==> config.mk <==
export PLATFORM = sky130hd
export DESIGN_NAME = stereo_frame_sequencer
export DESIGN_NICKNAME = d
export VERILOG_FILES = /design/src/rtl/stereo_frame_sequencer.sv
export SDC_FILE = /design/constraint.sdc
export NUM_CORES = 1
export LEC_CHECK = 0
export CORE_MARGIN = 10
export CORE_UTILIZATION = 45
export DETAILED_ROUTE_END_ITERATION = 10
export GPL_TIMING_DRIVEN = 0
export HOLD_SLACK_MARGIN = 0.02
export PLACE_DENSITY = 0.68
export SLEW_MARGIN = 20
export SYNTH_ARGS = -nofsm -noshare
export SYNTH_HDL_FRONTEND = slang
export SYNTH_SLANG_ARGS = --single-unit
==> constraint.sdc <==
create_clock -name clk -period 4 [get_ports clk]
set_input_delay 0.4 -clock clk [delete_from_list [all_inputs] [get_ports clk]]
set_output_delay 0.4 -clock clk [all_outputs]
set_load 0.05 [all_outputs]
==> src/rtl/stereo_frame_sequencer.sv <==
// stereo_frame_sequencer
// Pulls bytes from a first-word-fall-through USB byte FIFO, assembles them
// into little-endian left/right samples of a run-time selectable size and
// hands each completed, masked stereo frame to the I2S transmitter through a
// one-entry holding register with a valid/ready handshake.
//
// Ports:
//   clk, rst         system clock, synchronous active-high reset
//   enable           run request, only looked at when a frame starts
//   sample_size      size code 0=8b 1=12b 3=16b 4=24b 5=32b, others illegal
//   rxf_n, data_in   FIFO byte present (active-low) and the byte itself
//   rd_n             FIFO pop strobe, active-low, combinational
//   left_sample,
//   right_sample     holding-register contents
//   frame_valid      holding register full
//   frame_ready      I2S transmitter takes the held frame
//   underrun         transmitter asked while nothing was held
//   underrun_count   saturating count of underrun cycles
//   cfg_error        the code latched for the current frame was illegal
//   busy             a frame is being fetched or waiting for the holding reg

module stereo_frame_sequencer #(
    parameter int UNDERRUN_W = 16
) (
    input  logic                  clk,
    input  logic                  rst,
    input  logic                  enable,
    input  logic [3:0]            sample_size,
    input  logic                  rxf_n,
    input  logic [7:0]            data_in,
    output logic                  rd_n,
    output logic [31:0]           left_sample,
    output logic [31:0]           right_sample,
    output logic                  frame_valid,
    input  logic                  frame_ready,
    output logic                  underrun,
    output logic [UNDERRUN_W-1:0] underrun_count,
    output logic                  cfg_error,
    output logic                  busy
);

    typedef enum logic [1:0] {
        IDLE,
        FETCH,
        WAIT_OUT
    } state_t;

    localparam logic [UNDERRUN_W-1:0] COUNT_ONE = 1;

    state_t                  state_q, state_d;
    logic [3:0]              cfgSize_q, cfgSize_d;
    logic                    cfgErr_q, cfgErr_d;
    logic [1:0]              byteIdx_q, byteIdx_d;
    logic                    chanR_q, chanR_d;
    logic [31:0]             leftAsm_q, leftAsm_d;
    logic [31:0]             rightAsm_q, rightAsm_d;
    logic [31:0]             leftHold_q, leftHold_d;
    logic [31:0]             rightHold_q, rightHold_d;
    logic                    valid_q, valid_d;
    logic [UNDERRUN_W-1:0]   urCount_q, urCount_d;

    logic        sizeLegal;
    logic [1:0]  lastIdx;
    logic [31:0] sampleMask;
    logic        pop;
    logic        load;
    logic        startFrame;

    // Illegal codes are replaced by the 16-bit code when latched, so the
    // decode below only ever sees legal values.
    always_comb begin
        sizeLegal = 1'b0;
        case (sample_size)
            4'd0, 4'd1, 4'd3, 4'd4, 4'd5: sizeLegal = 1'b1;
            default:                      sizeLegal = 1'b0;
        endcase
    end

    // Index of the last byte of a sample and the mask for the latched size.
    always_comb begin
        lastIdx    = 2'd1;
        sampleMask = 32'h0000_FFFF;
        case (cfgSize_q)
            4'd0: begin lastIdx = 2'd0; sampleMask = 32'h0000_00FF; end
            4'd1: begin lastIdx = 2'd1; sampleMask = 32'h0000_0FFF; end
            4'd4: begin lastIdx = 2'd2; sampleMask = 32'h00FF_FFFF; end
            4'd5: begin lastIdx = 2'd3; sampleMask = 32'hFFFF_FFFF; end
            default: begin lastIdx = 2'd1; sampleMask = 32'h0000_FFFF; end
        endcase
    end

    assign pop  = (state_q == FETCH) && !rxf_n;
    assign rd_n = !pop;
    assign busy = (state_q != IDLE);

    assign underrun = !rst && frame_ready && !valid_q && (busy || enable);

    // Next-state logic. A completed frame loads the holding register when it
    // is empty or being emptied on the same edge; the final R byte is merged
    // into rightAsm_d before the load so it reaches the register at once.
    always_comb begin
        state_d     = state_q;
        cfgSize_d   = cfgSize_q;
        cfgErr_d    = cfgErr_q;
        byteIdx_d   = byteIdx_q;
        chanR_d     = chanR_q;
        leftAsm_d   = leftAsm_q;
        rightAsm_d  = rightAsm_q;
        leftHold_d  = leftHold_q;
        rightHold_d = rightHold_q;
        load        = 1'b0;
        startFrame  = 1'b0;

        case (state_q)
            IDLE: begin
                if (enable) startFrame = 1'b1;
            end
            FETCH: begin
                if (pop) begin
                    if (chanR_q) rightAsm_d[{byteIdx_q, 3'b000} +: 8] = data_in;
                    else         leftAsm_d[{byteIdx_q, 3'b000} +: 8]  = data_in;
                    if (byteIdx_q == lastIdx) begin
                        byteIdx_d = 2'd0;
                        if (!chanR_q)                     chanR_d = 1'b1;
                        else if (!valid_q || frame_ready) load    = 1'b1;
                        else                              state_d = WAIT_OUT;
                    end else begin
                        byteIdx_d = byteIdx_q + 2'd1;
                    end
                end
            end
            WAIT_OUT: begin
                if (valid_q && frame_ready) load = 1'b1;
            end
            default: state_d = IDLE;
        endcase

        if (load) begin
            leftHold_d  = leftAsm_d & sampleMask;
            rightHold_d = rightAsm_d & sampleMask;
            state_d     = IDLE;
            if (enable) startFrame = 1'b1;
        end

        if (startFrame) begin
            state_d    = FETCH;
            cfgSize_d  = sizeLegal ? sample_size : 4'd3;
            cfgErr_d   = !sizeLegal;
            byteIdx_d  = 2'd0;
            chanR_d    = 1'b0;
            leftAsm_d  = 32'd0;
            rightAsm_d = 32'd0;
        end
    end

    // Holding register occupancy and the saturating underrun counter.
    always_comb begin
        valid_d = valid_q;
        if (load)             valid_d = 1'b1;
        else if (frame_ready) valid_d = 1'b0;

        urCount_d = urCount_q;
        if (underrun && (urCount_q != '1)) urCount_d = urCount_q + COUNT_ONE;
    end

    always_ff @(posedge clk) begin
        if (rst) begin
            state_q     <= IDLE;
            cfgSize_q   <= 4'd0;
            cfgErr_q    <= 1'b0;
            byteIdx_q   <= 2'd0;
            chanR_q     <= 1'b0;
            leftAsm_q   <= 32'd0;
            rightAsm_q  <= 32'd0;
            leftHold_q  <= 32'd0;
            rightHold_q <= 32'd0;
            valid_q     <= 1'b0;
            urCount_q   <= '0;
        end else begin
            state_q     <= state_d;
            cfgSize_q   <= cfgSize_d;
            cfgErr_q    <= cfgErr_d;
            byteIdx_q   <= byteIdx_d;
            chanR_q     <= chanR_d;
            leftAsm_q   <= leftAsm_d;
            rightAsm_q  <= rightAsm_d;
            leftHold_q  <= leftHold_d;
            rightHold_q <= rightHold_d;
            valid_q     <= valid_d;
            urCount_q   <= urCount_d;
        end
    end

    assign left_sample    = leftHold_q;
    assign right_sample   = rightHold_q;
    assign frame_valid    = valid_q;
    assign underrun_count = urCount_q;
    assign cfg_error      = cfgErr_q;

endmodule

* After elaboration in Yosys (flattened, before gate mapping) *
Cells that the tools add are included.

word-level totals
  bits of input ports = 17
  bits in registers = 155

operators by class
  eq/ne operators = 20
  bitwise logic cells = 3
  add/sub/neg operators = 3
  shift operators = 2
  reduce and logical (&&, ||, !) cells = 26
  muxes and demuxes = 32

operators with widths
  operator                                                                 count
  32-bit 2-to-1 mux                                                        6
  32-bit case mux with 4 select lines                                      1
  32-bit bitwise AND                                                       2
  32-bit bitwise mux                                                       2
  8-bit by 7-bit variable shift with 32-bit output (first input constant)  1
  8-bit by 7-bit variable part select with 32-bit output                   1
  16-bit by 1-bit adder with 16-bit output (second input constant)         1
  4-bit by 3-bit equality test with 1-bit output (second input constant)   4
  16-bit != test (second input constant)                                   1
  1-bit 2-to-1 mux                                                         14
  4-bit != test (second input constant)                                    3
  2-bit 2-to-1 mux                                                         5
  5-bit AND reduction                                                      2
  4-bit by 1-bit equality test with 1-bit output (second input constant)   2
  4-bit logical NOT                                                        2
  5-bit negator with 7-bit output                                          1
  1-bit logical AND                                                        6
  2-bit != test (second input constant)                                    3
  2-bit case mux with 3 select lines                                       1
  1-bit logical NOT                                                        5
  5-bit OR reduction                                                       1
  4-bit by 2-bit equality test with 1-bit output (second input constant)   1
  4-bit 2-to-1 mux                                                         1
  4-bit by 3-bit != test with 1-bit output (second input constant)         1
  other kinds (16)                                                         19

* Depth between registers and ports, before layout *
  depth in word-level cells = 10
  mapped depth = 9
  gate-level depth less buffers = 7

* Worst setup path before layout *
No wires, ideal clock.

  path kind = register -> register
  from = reg valid_q (netlist: frame_valid)
  to = reg urCount_q[1] (netlist: underrun_count[1])
  buffers on the path = 0
  slack = 1627 ps
  library setup time = 128 ps
  cell stages (with the launch flop) = 6
  arrival = 2245 ps
  cell sequence = dfxtp_1 -> or3b_1 -> nor2_1 -> o31a_1 -> mux2i_1 -> nor2_1

on the way
  cells in the longest elaborated chain, start to end = 4

RTL lines
  element                         line  text
  from (decl)                     59    logic valid_q, valid_d;
  from (signal assigned)          189   valid_q <= valid_d;
  1-bit logical NOT               96    assign underrun = !rst && frame_ready && !valid_q && (busy || enable);
  1-bit logical AND (2 in a row)  96
  named net underrun              36    output logic underrun,
  1-bit logical AND               163   if (underrun && (urCount_q != '1)) urCount_d = urCount_q + COUNT_ONE;
  to (signal assigned)            190   urCount_q <= urCount_d;
  to (decl)                       60    logic [UNDERRUN_W-1:0] urCount_q, urCount_d;

The timed path passes the listed nets, and every way through them passes these cells.
A chain may end at the register's enable or synchronous reset.

* Final worst setup path *
  from = reg byteIdx_q[0]
  to = reg rightHold_q[19] (netlist: right_sample[19])

on the way
  cells in the longest elaborated chain, start to end = 7
  elaborated cells between the ends (all ways) = 12

RTL lines
  element                                                                                                                     line  text
  from (decl)                                                                                                                 53    logic [1:0] byteIdx_q, byteIdx_d;
  from (signal assigned)                                                                                                      183   byteIdx_q <= byteIdx_d;
  5-bit negator with 7-bit output                                                                                             120   if (chanR_q) rightAsm_d[{byteIdx_q, 3'b000} +: 8] = data_in;
  8-bit by 7-bit variable part select with 32-bit output or 8-bit by 7-bit variable shift with 32-bit output (tied branches)  120
  32-bit bitwise mux                                                                                                          120
  32-bit 2-to-1 mux                                                                                                           120
  32-bit 2-to-1 mux                                                                                                           119   if (pop) begin
  32-bit 2-to-1 mux                                                                                                           114   case (state_q)
  32-bit bitwise AND                                                                                                          140   rightHold_d = rightAsm_d & sampleMask;
  to (signal assigned)                                                                                                        188   rightHold_q <= rightHold_d;
  to (decl)                                                                                                                   58    logic [31:0] rightHold_q, rightHold_d;

Several ways; a longest one is shown, not always the timed one.

==> qor.yml <==
die:
  die_height_um: 142
  floorplan.initialDensity_pct: 46.2
  dieWidth_um: 142
  ioPinCount: 102
  fp.dieArea_um2: 20300
  placeableCoreArea_um2: 14600
  fp-row-count: 44
critical_path:
  critical_path.cell_chain: "clkbuf_1, inv_1, ha_1, clkbuf_1, nor4bb_1, mux2i_1, nor2_1, o21ai_0, a21oi_1"
  worst-endpoint-required_ns: 4.36
  ff_to_ff_setup_slack_ns: 0.91
  cp-end-kind: "flip-flop"
  worstPathMaxFanout: 10
  criticalPathCategory: "flip-flop to flip-flop"
  critical_path_arrival_ns: 3.45
  slowest_delay_ns: 0.54
  worst_path_max_delay_cell: "sky130_fd_sc_hd__nor4bb_1"
  cp_common_cell: "sky130_fd_sc_hd__clkbuf_1"
  startpoint_type: "flip-flop"
clock_network:
  worst_skew_pair.late_latency_ns: 0.43
  number_of_sinks_driven_by_the_clock_tree: 155
  ctsHoldBuffers: 0
  cts_tree: "yes"
  ctsLongestPathBuffers: 2
  clock_tree.root_cell: "sky130_fd_sc_hd__clkbuf_16"
  cts_resized: 0
  htree_levels: 4
  clock_pin_transition_on_the_worst_setup_and_hold_timing_paths_ns: 0.06
  post_cts_buffers: 0
  cts_buffers: 17
synth:
  synth.distinct_cells: 56
  synth_async_sr_flop_share_pct: 0
  post_syn_area_um2: 6740
  synth.top_cell.area_share_pct: 46.1
  postSynthNetCount: 802
  synth.yosys.warnings: 0
  number_of_synthesized_flops_with_an_enable_pin: 0
  top_flip_flop_cell_by_instance_count_after_synthesis: "sky130_fd_sc_hd__dfxtp_1"
  synth_commonest_cells: "sky130_fd_sc_hd__dfxtp_1 (155), sky130_fd_sc_hd__nor2_1 (148), sky130_fd_sc_hd__a21oi_1 (71)"
  post-synth-top-count-cell: "sky130_fd_sc_hd__dfxtp_1"
  postSynthAreaPerCell_um2: 8.68
  synth_largest_area_cell: "sky130_fd_sc_hd__dfxtp_1"
  synth.ff_latch_count: 155
  yosysSeqAreaShare_pct: 46.1
  netlist_top_cells_area: "sky130_fd_sc_hd__dfxtp_1 (46%), sky130_fd_sc_hd__nor2_1 (8.2%), sky130_fd_sc_hd__mux2i_1 (7.6%)"
  postSynthCellCount: 776
pwr:
  vdd_drop_max_mv: 0.289
  power.leakage_nw: 2.93
  p_per_cell_area_nw_per_um2: 416
timing:
  final-setup-viol-count: 0
  worst_slew_margin_rel_pct: 36.1
  setup_total_negative_slack_ns: 0
  tightestPinTransition_ns: 0.950
  final_min_period_over_clock_period_pct: 77.2
  min_period_ns: 3.09
  max_freq_ghz: 0.324
  rsz_0062_raised_after_global_routing: "false"
  finalHoldViolCount: 0
  clock-skew-final_ns: 0.00846
  final-max-slew-violation-count: 0
  hold_slack_ns: 0.464
global_routing:
  antenna_found_initial: 0
  grt_pass1_wl_mm: 30.6
  gr-usage-all-layers_pct: 18.7
  first_global_vias: 5656
  maximum_number_of_pins_on_one_net_before_global_route_repair: 17
  gr-total-overflow: 0
status:
  run_status: "completed"
detailed_routing:
  wire_per_inst_um: 17.5
  vias_per_cell: 5.54
  drtPass1Iterations: 4
  detailroute.via_count: 6048
  totalWireLength_mm: 19.1
  detail_route_antenna_nets: 0
  detail_route.drc_violations: 0
  detail_route.iter0.violations: 436
finish:
  layout.area.seq_um2: 3100
  fin_cells: 1092
  filler_cell_count: 1319
  multi_input_gate_area_in_the_final_layout_um2: 3330
  final_util_pct: 59.4
  syn_to_final_growth_pct: 28.6
  inserted_diodes: 0
  design.final.nets: 922
  final_layout_size_suffix_gt1_share_pct: 7.16
hold_path:
  min-delay-path-class: "flip-flop to flip-flop"
flow_run:
  max-cap-violations: 0
placement:
  routability_congestion_estimate_from_global_placement: 0.901
  place.detailed.instances: 1061
  post-dp-hpwl_mm: 14.0
  portBuffers: 101
layout make-up:
cell class,count,area share [%]
Inverter,10,0.433
Clock buffer,19,5.23
Sequential cell,155,35.8
Clock inverter,12,2.53
Multi-Input combinational cell,548,38.4
Tap cell,184,2.66
Timing Repair Buffer,101,11.7
Buffer,63,3.24
path summary, 6_finish.rpt:
path / start / end / cells after the start
hold reg to reg: right_sample[10]$_SDFFE_PP0P_ / right_sample[10]$_SDFFE_PP0P_ / 2
setup reg to reg: byteIdx_q[0]$_SDFFE_PP0P_ / right_sample[19]$_SDFFE_PP0P_ / 9
setup / recovery: byteIdx_q[0]$_SDFFE_PP0P_ / right_sample[19]$_SDFFE_PP0P_ / 9
hold / removal: right_sample[10]$_SDFFE_PP0P_ / right_sample[10]$_SDFFE_PP0P_ / 2
stage by stage:
step / setup WS, ns / power (W) / area [um2]
global placement: 1.11 / 0.00180 / 7980
detailed placement: 1.07 / 0.00180 / 7990
finish: 0.911 / 0.00361 / 8660
global route: 0.678 / 0.00371 / 8660
floorplan: 1.63 / 0.00172 / 6740
CTS: 1.01 / 0.00362 / 8660
where the power goes:
part           internal [W]  leakage (nW)  total (W)  switching [W]
Combinational     0.0000671          1.36   0.000208       0.000141
Sequential          0.00155          1.25    0.00156     0.00000919
Clock               0.00120         0.325    0.00184       0.000640
metal layers:
layer / track usage [%] / vias to the layer above / share of wire, % / wire, um
met5: 0 / - / 0 / 0
met1: 25.2 / 2873 / 47 / 9030
li1: - / 2989 / - / -
met2: 27.8 / 171 / 44 / 8440
met4: 5.11 / 0 / 0.98 / 187
met3: 6.17 / 15 / 7.6 / 1440
state kept, by name, indices dropped and copies added (netlist names):
| name | cells |
|---|---|
| cfgSize_q | 4 |
| chanR_q | 1 |
| cfg_error | 1 |
| state_q | 2 |
| rightAsm_q | 32 |
| left_sample | 32 |
| byteIdx_q | 2 |
| right_sample | 32 |
| frame_valid | 1 |
| leftAsm_q | 32 |
| underrun_count | 16 |
cell usage in the layout, fill, tap and decap left out, types with 4 or more instances in the layout:
master / n
sky130_fd_sc_hd__dfxtp_1: 155
sky130_fd_sc_hd__nor2_1: 148
sky130_fd_sc_hd__clkdlybuf4s50_1: 101
sky130_fd_sc_hd__a21oi_1: 71
sky130_fd_sc_hd__nand3_1: 56
sky130_fd_sc_hd__o21ai_0: 51
sky130_fd_sc_hd__mux2i_1: 51
sky130_fd_sc_hd__clkbuf_1: 41
sky130_fd_sc_hd__nor3_1: 23
sky130_fd_sc_hd__nor4bb_1: 20
sky130_fd_sc_hd__a211oi_1: 17
sky130_fd_sc_hd__clkbuf_16: 17
sky130_fd_sc_hd__nand2_1: 16
sky130_fd_sc_hd__buf_2: 14
sky130_fd_sc_hd__inv_1: 10
sky130_fd_sc_hd__xnor2_1: 9
sky130_fd_sc_hd__and4b_1: 9
sky130_fd_sc_hd__ha_1: 9
sky130_fd_sc_hd__nand4b_1: 8
sky130_fd_sc_hd__bufinv_16: 6
sky130_fd_sc_hd__nor2b_1: 5
sky130_fd_sc_hd__and4_1: 4
sky130_fd_sc_hd__nor4_1: 4
sky130_fd_sc_hd__nand4_1: 4
sky130_fd_sc_hd__nand2b_1: 4
worst max-delay path, delay by kind of cell, from the launching register on:
kind / cells / cell delay, ns
multiplexers: 1 / 0.19
flip-flops: 1 / 0.43
buffers and inverters: 3 / 0.92
AND/OR/NAND/NOR: 2 / 0.74
adder cells (fa/ha/maj): 1 / 0.48
AO/OA/AOI/OAI: 2 / 0.25
cell families after synthesis:
| kind of cell | Yosys count | share of synthesized area [%] |
|---|---|---|
| mux | 51 | 7.58 |
| buf+inv | 73 | 4.72 |
| flops | 155 | 46.1 |
| xor+xnor | 10 | 1.30 |
| fa+ha+maj | 9 | 1.67 |
| compound gates | 157 | 13.6 |
| simple gates | 321 | 25.1 |
Power figures use the tool's default switching activity.
